## src/rtl/pipeline_pkg.sv

```systemverilog
// Shared pipeline definitions: next-PC select codes,
// fetch-state encoding and the bubble instruction word.
package pipeline_pkg;

  localparam logic [2:0] PC_SEQ   = 3'd0;
  localparam logic [2:0] PC_BR    = 3'd1;
  localparam logic [2:0] PC_J     = 3'd2;
  localparam logic [2:0] PC_JR    = 3'd3;
  localparam logic [2:0] PC_ILLOP = 3'd4;
  localparam logic [2:0] PC_XADR  = 3'd5;

  localparam logic [31:0] NOP_INSTR = 32'h0;

  typedef enum logic [1:0] {
    FETCH   = 2'd0,
    HOLD    = 2'd1,
    DISCARD = 2'd2
  } fetch_state_e;

  function automatic logic [31:0] align4(input logic [31:0] a);
    return {a[31:2], 2'b00};
  endfunction

endpackage

```

## src/rtl/if_pc_select.sv

```systemverilog
// Next-PC mux: decodes PCsrc, aligns targets, and forms the
// kernel-bit-preserving sequential increment.
// Ports: pc_i, pcsrc_i, *_tgt_i in; pc_plus4_o, redirect_o, target_o out.
module if_pc_select
  import pipeline_pkg::*;
#(
  parameter logic [31:0] ILLOP_PC = 32'h8000_0004,
  parameter logic [31:0] XADR_PC  = 32'h8000_0008
) (
  input  logic [31:0] pc_i,
  input  logic [2:0]  pcsrc_i,
  input  logic [31:0] br_tgt_i,
  input  logic [31:0] j_tgt_i,
  input  logic [31:0] jr_tgt_i,
  output logic [31:0] pc_plus4_o,
  output logic        redirect_o,
  output logic [31:0] target_o
);

  // Bit 31 is the kernel bit; the increment never carries into it.
  assign pc_plus4_o = {pc_i[31], pc_i[30:0] + 31'd4};

  always_comb begin
    redirect_o = 1'b1;
    target_o   = pc_plus4_o;
    unique case (pcsrc_i)
      PC_BR:    target_o = align4(br_tgt_i);
      PC_J:     target_o = align4(j_tgt_i);
      PC_JR:    target_o = align4(jr_tgt_i);
      PC_ILLOP: target_o = align4(ILLOP_PC);
      PC_XADR:  target_o = align4(XADR_PC);
      default:  redirect_o = 1'b0;
    endcase
  end

endmodule

```

## src/rtl/if_fetch_stage.sv

```systemverilog
// Instruction fetch: PC register, single-outstanding IM handshake,
// stall hold buffer and stale-response discard on redirect.
// Ports: CLK/Reset, PCsrc+targets, IF_Stall, IM_* bus, IF_* to IF/ID.
module if_fetch_stage
  import pipeline_pkg::*;
#(
  parameter logic [31:0] RESET_PC = 32'h8000_0000,
  parameter logic [31:0] ILLOP_PC = 32'h8000_0004,
  parameter logic [31:0] XADR_PC  = 32'h8000_0008
) (
  input  logic        CLK,
  input  logic        Reset,
  input  logic [2:0]  PCsrc,
  input  logic [31:0] Branch_Target,
  input  logic [31:0] Jump_Target,
  input  logic [31:0] JR_Target,
  input  logic        IF_Stall,
  output logic        IM_Req,
  output logic [31:0] IM_Addr,
  input  logic        IM_Ack,
  input  logic [31:0] IM_Rdata,
  output logic [31:0] IF_instruct,
  output logic [31:0] IF_PCplus4,
  output logic        IF_Valid
);

  fetch_state_e state_q, state_d;
  logic [31:0]  pc_q, pc_d;
  logic [31:0]  hold_q, hold_d;
  logic [31:0]  daddr_q, daddr_d;

  logic [31:0] pc_plus4;
  logic [31:0] target;
  logic        redirect;

  if_pc_select #(
    .ILLOP_PC (ILLOP_PC),
    .XADR_PC  (XADR_PC)
  ) u_pc_sel (
    .pc_i       (pc_q),
    .pcsrc_i    (PCsrc),
    .br_tgt_i   (Branch_Target),
    .j_tgt_i    (Jump_Target),
    .jr_tgt_i   (JR_Target),
    .pc_plus4_o (pc_plus4),
    .redirect_o (redirect),
    .target_o   (target)
  );

  always_ff @(posedge CLK or posedge Reset) begin
    if (Reset) begin
      state_q <= FETCH;
      pc_q    <= RESET_PC;
      hold_q  <= NOP_INSTR;
      daddr_q <= RESET_PC;
    end else begin
      state_q <= state_d;
      pc_q    <= pc_d;
      hold_q  <= hold_d;
      daddr_q <= daddr_d;
    end
  end

  always_comb begin
    state_d     = state_q;
    pc_d        = pc_q;
    hold_d      = hold_q;
    daddr_d     = daddr_q;
    IM_Req      = 1'b0;
    IM_Addr     = pc_q;
    IF_Valid    = 1'b0;
    IF_instruct = NOP_INSTR;
    IF_PCplus4  = 32'h0;
    if (!Reset) begin
      unique case (state_q)
        FETCH: begin
          IM_Req = 1'b1;
          if (redirect) begin
            pc_d   = target;
            hold_d = NOP_INSTR;
            if (!IM_Ack) begin
              // Request stays live at the old address until acked.
              state_d = DISCARD;
              daddr_d = pc_q;
            end
          end else if (IM_Ack) begin
            IF_Valid    = 1'b1;
            IF_instruct = IM_Rdata;
            IF_PCplus4  = pc_plus4;
            if (IF_Stall) begin
              hold_d  = IM_Rdata;
              state_d = HOLD;
            end else begin
              pc_d = pc_plus4;
            end
          end
        end
        HOLD: begin
          if (redirect) begin
            pc_d    = target;
            hold_d  = NOP_INSTR;
            state_d = FETCH;
          end else begin
            IF_Valid    = 1'b1;
            IF_instruct = hold_q;
            IF_PCplus4  = pc_plus4;
            if (!IF_Stall) begin
              pc_d    = pc_plus4;
              hold_d  = NOP_INSTR;
              state_d = FETCH;
            end
          end
        end
        DISCARD: begin
          IM_Req  = 1'b1;
          IM_Addr = daddr_q;
          if (redirect) begin
            pc_d = target;
          end
          // An ack retires the stale request even alongside a redirect.
          if (IM_Ack) begin
            state_d = FETCH;
          end
        end
        default: state_d = FETCH;
      endcase
    end
  end

endmodule

```

## config.mk

```make
export PLATFORM = sky130hd
export DESIGN_NAME = if_fetch_stage
export DESIGN_NICKNAME = d
export VERILOG_FILES = /design/src/rtl/pipeline_pkg.sv /design/src/rtl/if_pc_select.sv /design/src/rtl/if_fetch_stage.sv
export SDC_FILE = /design/constraint.sdc
export NUM_CORES = 1
export LEC_CHECK = 0
export ABC_AREA = 1
export CORE_UTILIZATION = 50
export CTS_CLUSTER_DIAMETER = 120
export CTS_CLUSTER_SIZE = 10
export DETAILED_ROUTE_END_ITERATION = 8
export PLACE_DENSITY = 0.95
export SETUP_SLACK_MARGIN = 0.1
export SLEW_MARGIN = 15
export SYNTH_ARGS = -nofsm -noshare
export SYNTH_HDL_FRONTEND = slang
export SYNTH_SLANG_ARGS = --single-unit
```

## constraint.sdc

```tcl
create_clock -name CLK -period 12.6 [get_ports CLK]
set_clock_uncertainty 0.15 [all_clocks]
set_input_delay 2.52 -clock CLK [delete_from_list [all_inputs] [get_ports CLK]]
set_output_delay 2.52 -clock CLK [all_outputs]
set_load 0.02 [all_outputs]
```

[Word-level counts from Yosys, hierarchy flattened]
Cells that the tools add are included.
Word-level totals
  register bits: 98
  word-level logic and storage cells: 70
Operators by class
  reduce and logical (&&, ||, !) cells: 9
  add/subtract/negate cells: 1
  eq/ne operators: 13
  bitwise logic cells: 2
  muxes and demuxes: 41
Operators by type and width (count)
  $mux 32: 19
  $pmux 32 s2: 3
  $pmux 32 s5: 1
  $pmux 32 s3: 1
  $add 31x3->31 const B: 1
  $mux 31: 1
  $mux 2: 7
  $ne 3x3->1 const B: 4
  $reduce_and 4->1: 2
  $mux 1: 7
  $eq 3x2->1 const B: 2
  $eq 3x3->1 const B: 2
  $pmux 2 s3: 1
  $reduce_and 6->1: 1
  $reduce_and 5->1: 1
  $reduce_or 5->1: 1
  $ne 2x2->1 const B: 2
  $eq 3x1->1 const B: 1
  $reduce_bool 3->1: 1
  $eq 2x1->1 const B: 1
  $eq 2x2->1 const B: 1
  $logic_not 2->1: 1
  $not 1->1: 2
  $pmux 1 s2: 1
  2 further kinds: 2

[Longest topological paths before layout]
Gate-level depths: netlist (run 1).
  depth in word-level cells: 6
  depth in mapped cells: 11

[Modules after synthesis]
From an unflattened synthesis (run 1), not the netlist that was laid out.
Unflattened totals
  cells, all modules: 1234
  area, all modules: 7409.6 um2
Modules (own cells, without submodules)
  if_fetch_stage: instances 1, cells an instance 843, area an instance 5531.6 um2, seq. area each 2454.9 um2
  if_pc_select: instances 1, cells an instance 391, area an instance 1878.1 um2, seq. area each 0.0 um2

[Worst setup path after synthesis (run 1)]
OpenSTA, ideal clock, no wires.
  kind: input port to output port
  start point: input Reset
  end point: output IF_PCplus4[22]
  setup slack: 4168 ps
  stages: 5
  required time: 9930 ps
  data arrival time: 5762 ps
  cell sequence: clkbuf_1 -> inv_1 -> o21ai_2 -> buf_6 -> nor2_1
On the way
  longest elaborated chain between the ends: 1
RTL lines
  start, declared: RTL line if_fetch_stage.sv:12  | input logic Reset,
  $mux 32: RTL line if_fetch_stage.sv:74  | if (!Reset) begin
  end, declared: RTL line if_fetch_stage.sv:23  | output logic [31:0] IF_PCplus4,
Every way passes these cells.

[Worst setup path after layout (run 1)]
  start point: input PCsrc[0]
  end point: output IF_PCplus4[20]
On the way
  longest elaborated chain between the ends: 6
  elaborated cells between the ends (all ways): 11
RTL lines
  start, declared: RTL line if_fetch_stage.sv:13  | input logic [2:0] PCsrc,
  $eq 3x1->1, or another cell as far along: RTL line if_pc_select.sv:26  | unique case (pcsrc_i)
  $reduce_or 5->1 (no source line) *
  $mux 1 *: RTL line if_pc_select.sv:26
  $mux 32, on equally long branches: RTL line if_fetch_stage.sv:99, if_fetch_stage.sv:78
  $pmux 32 s2 *: RTL line if_fetch_stage.sv:75  | unique case (state_q)
  $mux 32 *: RTL line if_fetch_stage.sv:74
Mark *: on every way between the ends. The rest lies on a longest branch, timed or not.

==> out/metrics.cfg, run 1 <==
[cts]
numClockSinks = 98
clock_latency_ps = 350
cts_tree = yes
postCtsHoldBufs = 0
htreeDepth = 3
cts_root_buf = clkbuf_16
cts_setup_buffers = 0
postCtsResizedCells = 0
clockBufferDepth = 2
clkSlewWorstSetupHoldPaths_ps = 60
cts_buffers = 9

[sta]
tightest_slew_ps = 1100
setup-violations-final = 0
layout_min_cycle_time_ps = 8260
fmax_mhz = 121
layout_setup_ws_ps = 4340
fin_setup_tns_ps = 0
maxSlewViolCount = 0
slew_headroom_pct = 26.6
post-route-period-util_pct = 65.5
grt_setup_unrepaired = false
timing.hold.ws_ps = 324
hold_violations = 0

[synthesis]
synthFlopType = dfrtp_1
synthArstFlopShare_pct = 100
syn_nets = 1199
avgSynthCellArea_um2 = 6.34
syn-instance-count = 1063
synth_top_cell_by_area = dfrtp_1
synth_area_mm2 = 0.00674
synth_xor_xnor_area_share_pct = 0.910
synth_warnings = 0
ys_types = 34
ys_ff_latch = 98
synth_compound_area_share_pct = 12.6
synthMuxAreaShare_pct = 0
synthTopCellsByCount = nand2_1, nor2_1, dfrtp_1
synth-edff-count = 0
synthSimpleGateAreaFrac_pct = 42.3
synth_adder_area_share_pct = 0.186
synth_area_leaders = dfrtp_1, nand2_1, nor2_1
yosysMostFrequentCell = nand2_1
synth_top_area_share_pct = 35.7
synth_top_family_by_area = simple AND/OR/NAND/NOR gates
ys_seq_area_share_pct = 36.4

[floorplanning]
num_io_pins = 233
start_util_pct = 51.1
fp.coreArea_mm2 = 0.0132
num_rows = 42
fp.dieW_um = 118
die_y_um = 118
die_area_mm2 = 0.0139

[place]
post-place-ws_ps = 4420
io_buffers = 226
gp_congestion = 0.938
post-dp-hpwl_mm = 15.6

[global_routing]
grt_antenna_before_repair = 0
grt_max_degree = 75
overflow = 0
grt_first_pass_wirelength_mm = 35.1
first_global_vias = 7202
grt_util_all_layers_pct = 31.4

[routing]
dr.pass1.iters = 9
drcViolationCount = 1
vias = 7848
avgViaCountPerCell = 5.49
post_drt_wl_per_cell_um = 15.2
first_iter_violations = 1128
postRouteAntennaNets = 0
wl_mm = 21.8

[run]
cap_viol_max_count = 0

[power_and_ir_drop]
peakVddDrop_mv = 0.0866
swShare_pct = 44.8
p_comb_share_pct = 48.6
p_sw_mw = 0.733
power-per-cell-area_mw_per_mm2 = 176
power_frac_seq_pct = 35.3
power_frac_clock_pct = 16.1
leakagePower_nw = 4.33
internal-power_mw = 0.903

[hold_path]
hold_class = reg -> reg

[setup_path]
path_max_fanout = 33
critPathRequiredTime_ps = 9930
arrival_ps = 5590
end_kind = output pin
r2r_setup_slack_ps = 10220
cp-start-kind = input port
crit_type = in -> out

[finish]
multi_input_area_mm2 = 0.00379
nets = 1385
areaGrowthSynthToFinish_pct = 37.6
drive_above_1_share_pct = 4.47
fill_cells = 1045
antennaDiodeCount = 0
seqCellArea_mm2 = 0.00245

[outcome]
status = complete, but fails checks
violations = design-rule violations

[worst paths after layout]
check                                       startpoint                endpoint  cells after the start
worst max-delay path                          PCsrc[0]          IF_PCplus4[20]                     11
worst min-delay path               pc_q[1]$_DFFE_PP0P_     pc_q[1]$_DFFE_PP0P_                      2
worst max register to register  state_q[1]$_DFFE_PP0P_  hold_q[22]$_DFFE_PP0P_                      8
worst min register to register     pc_q[1]$_DFFE_PP0P_     pc_q[1]$_DFFE_PP0P_                      2
max in group asynchronous                        Reset     pc_q[1]$_DFFE_PP0P_                      4
min in group asynchronous                        Reset  hold_q[27]$_DFFE_PP0P_                      3
[cell families (layout without fill, tap and decap cells)]
group | after synthesis | count (layout)
AOI/OAI and AO/OA | 149 | 149
xor gates and xnor gates | 7 | 7
adders and majority gates | 1 | 1
buffers and inverters | 112 | 303
DFF | 98 | 98
and+or+nand+nor | 696 | 696
[registers in the layout, indices dropped and copies added, names as in the netlist]
register and flops:
hold_q 32, daddr_q 32, pc_q 32, state_q 2
[worst max-delay path: stages]
cell and delay [ps]:
clkdlybuf4s50_1 630, inv_2 100, nand3_2 130, nand2_2 110
nor2_8 310, nand2_4 160, nor2_8 440, o21ai_2 70
buf_4 260, a21oi_1 200, clkdlybuf4s50_1 640
[per-layer routing]
layer	track usage [%]	part of all wire (%)
met3	5.81	9.6
met5	0	0
met2	48.9	46
met1	43.1	41
met4	13.0	3.4
[per-stage QoR]
stage	instances	power (mW)	instance area, um2	utilization [%]
2_1_floorplan	1063	1.04	6740	-
3_3_place_gp	1414	1.33	8990	68.1
3_5_place_dp	1414	1.36	8990	68.1
4_1_cts	1430	1.62	9270	70.3
5_1_grt	1430	1.74	9270	70.3
6_report	1430	1.64	9270	70.3
[power by group through the flow]
stage | clock network, mW | logic (mW) | registers, mW
floorplan | 0 | 0.506 | 0.536
detailed placement | 0 | 0.783 | 0.573
global placement | 0 | 0.762 | 0.565
CTS | 0.265 | 0.789 | 0.570
finish | 0.264 | 0.795 | 0.577
global route | 0.278 | 0.871 | 0.592
[final cells by class]
cell class | count | area share (%)
clock buffer | 11 | 2.62
timing repair buffer | 234 | 25.0
inverter | 53 | 2.17
sequential | 98 | 26.5
clock inverter | 5 | 0.391
multi-input combinational | 853 | 40.9
tap | 176 | 2.37
[cells in the final DEF, fill, tap and decap left out, types with 2 or more instances in the layout]
master,netlist,final
a21oi_1,55,55
nand3_1,64,64
o21ai_0,53,53
xor2_1,6,6
inv_6,0,2
nand4_1,6,6
and2_1,2,2
nand2_1,417,416
dfrtp_1,96,96
clkdlybuf4s50_1,0,226
nor2_2,2,4
nand2_2,2,3
nor2_1,189,186
inv_1,46,45
nor2_8,4,4
clkbuf_16,0,9
dfstp_2,2,2
nand3_2,5,5
o21ai_2,2,2
inv_2,7,7
clkinv_2,0,2
a22oi_1,33,33
buf_4,7,8
Note: power is estimated with default switching activity, not from simulation.
==> run 2: changes to the inputs <==
Settings changed: CORE_UTILIZATION 50 to 42, PLACE_DENSITY 0.95 to 0.89.
Clock period 12.6 ns to 6.61 ns, I/O delays scaled along.
==> run 2 against run 1 <==
Effect of this change:
- the flow now finishes without violations
- global-route usage shrank 4.5 points
- sequential power increased by 91%
- die area rose by 19%
- first-iteration DRC count shrank 24%
- clock power grew 100%
- design area up 0.86%
- worst hold slack worse by 1.6 ps
- combinational power increased by 91%
- largest cell class unchanged
==> out/metrics.cfg, run 2 (same netlist as run 1, synthesis figures left out) <==
[outcome]
status = completed

[place]
post-dp-hpwl_mm = 16.4
gp_congestion = 1.01
io_buffers = 226
post-place-ws_ps = 953
placed_cells = 1452
dpl-instance-area_mm2 = 0.00905

[power_and_ir_drop]
swShare_pct = 44.3
p_comb_share_pct = 48.2
internal-power_mw = 1.76
power_frac_clock_pct = 17.1
p_sw_mw = 1.40
power_frac_seq_pct = 34.7
total_power_mw = 3.16
power-per-cell-area_mw_per_mm2 = 338
peakVddDrop_mv = 0.169
leakagePower_nw = 4.35

[cts]
htreeDepth = 3
clockBufferDepth = 2
clkSlewWorstSetupHoldPaths_ps = 60
postCtsResizedCells = 0
cts_tree = yes
cts_root_buf = clkbuf_16
clock_latency_ps = 350
cts_buffers = 9
postCtsHoldBufs = 0
cts_setup_buffers = 0
numClockSinks = 98

[setup_path]
cp_slowest_cell = o21ai_2
critPathRequiredTime_ps = 5140
crit_chain = clkdlybuf4s50_1 > inv_2 > nand3_2 > nand2_2 > nor2_8 > nand2_4 > nor2_8 > o21ai_2 > buf_4 > nor2_1 > clkdlybuf4s50_1
path_max_fanout = 19
r2r_start = state_q[0]$_DFFE_PP0P_
arrival_ps = 4260
critPathMaxStageDelay_ps = 660
crit_type = in -> out
critPathLaunch = PCsrc[0]
cp-start-kind = input port
end_kind = output pin

[routing]
drcViolationCount = 0
postRouteAntennaNets = 0
wl_mm = 22.2
vias = 7782
dr.pass1.iters = 5
post_drt_wl_per_cell_um = 15.1
avgViaCountPerCell = 5.30
first_iter_violations = 854

[global_routing]
first_global_vias = 7177
grt_antenna_before_repair = 0
overflow = 0
grt_first_pass_wirelength_mm = 35.1
grt_max_degree = 81
grt_util_all_layers_pct = 26.9

[hold_path]
hold_class = reg -> reg
hp-start = pc_q[1]$_DFFE_PP0P_

[run]
cap_viol_max_count = 0

[sta]
slew_headroom_pct = 24.8
setup-violations-final = 0
layout_min_cycle_time_ps = 5730
layout_setup_ws_ps = 879
post-route-period-util_pct = 86.7
maxSlewViolCount = 0
hold_violations = 0
fmax_mhz = 174
fin_setup_tns_ps = 0
grt_setup_unrepaired = false
tightest_slew_ps = 1130

[floorplanning]
num_io_pins = 233
fp.dieW_um = 129
die_y_um = 129
start_util_pct = 43.7
num_rows = 45
fp.coreArea_mm2 = 0.0154
die_area_mm2 = 0.0165

[finish]
areaGrowthSynthToFinish_pct = 38.8
mostFrequentLayoutCell = nand2_1
drive_above_1_share_pct = 4.77
stdcell_area_mm2 = 0.00935
final_cell_mix = nand2_1, clkdlybuf4s50_1, nor2_1
fin_cells = 1468
nets = 1388
antennaDiodeCount = 0
biggestRegsByFlops = daddr_q: 32 flops, hold_q: 32 flops, pc_q: 32 flops

run 2: changes by cell type in the layout (fill, tap and decap cells not counted):
cell             previous run  this run
buf_4                       8        13
clkinvlp_4                  0         1
clkinv_2                    2         1
clkbuf_1                    1         2
bufinv_16                   0         1
clkdlybuf4s50_1           226       224
inv_6                       2         0
run 2: layout make-up:
cell class              instances  area [um2]
flip-flops and latches         98        2450
repair buffers                237        2340
well taps                     211         264
clock inverters                 4        51.3
multi-input cells             853        3790
clock buffers                  12         246
fillers                      1427        6070
inverters                      53         201
run 2: path summary, 6_finish.rpt:
path / to / cells after the start / slack (ps)
max: IF_PCplus4[12] / 11 / 880
min: pc_q[1]$_DFFE_PP0P_ / 2 / 320
max reg2reg: hold_q[25]$_DFFE_PP0P_ / 8 / 3800
min reg2reg: pc_q[1]$_DFFE_PP0P_ / 2 / 320
max in group asynchronous: daddr_q[30]$_DFFE_PP0P_ / 3 / 3580
min in group asynchronous: pc_q[10]$_DFFE_PP0P_ / 2 / 1420
run 2: layer usage:
layer	global-route usage [%]	share of wire [%]	up-vias
met4	11.3	3.5	0
met1	36.9	43	3550
met3	4.53	8.3	63
li1	-	-	3763
met2	42.1	45	406
met5	0	0	-
run 2: power by group through the flow:
stage / logic, mW / registers (mW) / clock network (mW)
after floorplan: 0.965 / 1.02 / 0
after global placement: 1.47 / 1.08 / 0
after detailed placement: 1.51 / 1.09 / 0
after CTS: 1.51 / 1.09 / 0.539
after global routing: 1.68 / 1.13 / 0.563
final: 1.52 / 1.10 / 0.541
run 2: worst max-delay path, delay by kind of cell:
| family | cells | cell delay (ps) |
|---|---|---|
| buf+inv | 4 | 1610 |
| compound gates | 1 | 660 |
| simple gates | 6 | 620 |
run 2: metrics by stage:
step | hold slack [ps] | util (%)
2_1_floorplan | 286 | -
3_3_place_gp | 300 | 58.7
3_5_place_dp | 309 | 58.7
4_1_cts | 324 | 60.6
5_1_grt | 334 | 60.6
6_report | 323 | 60.6
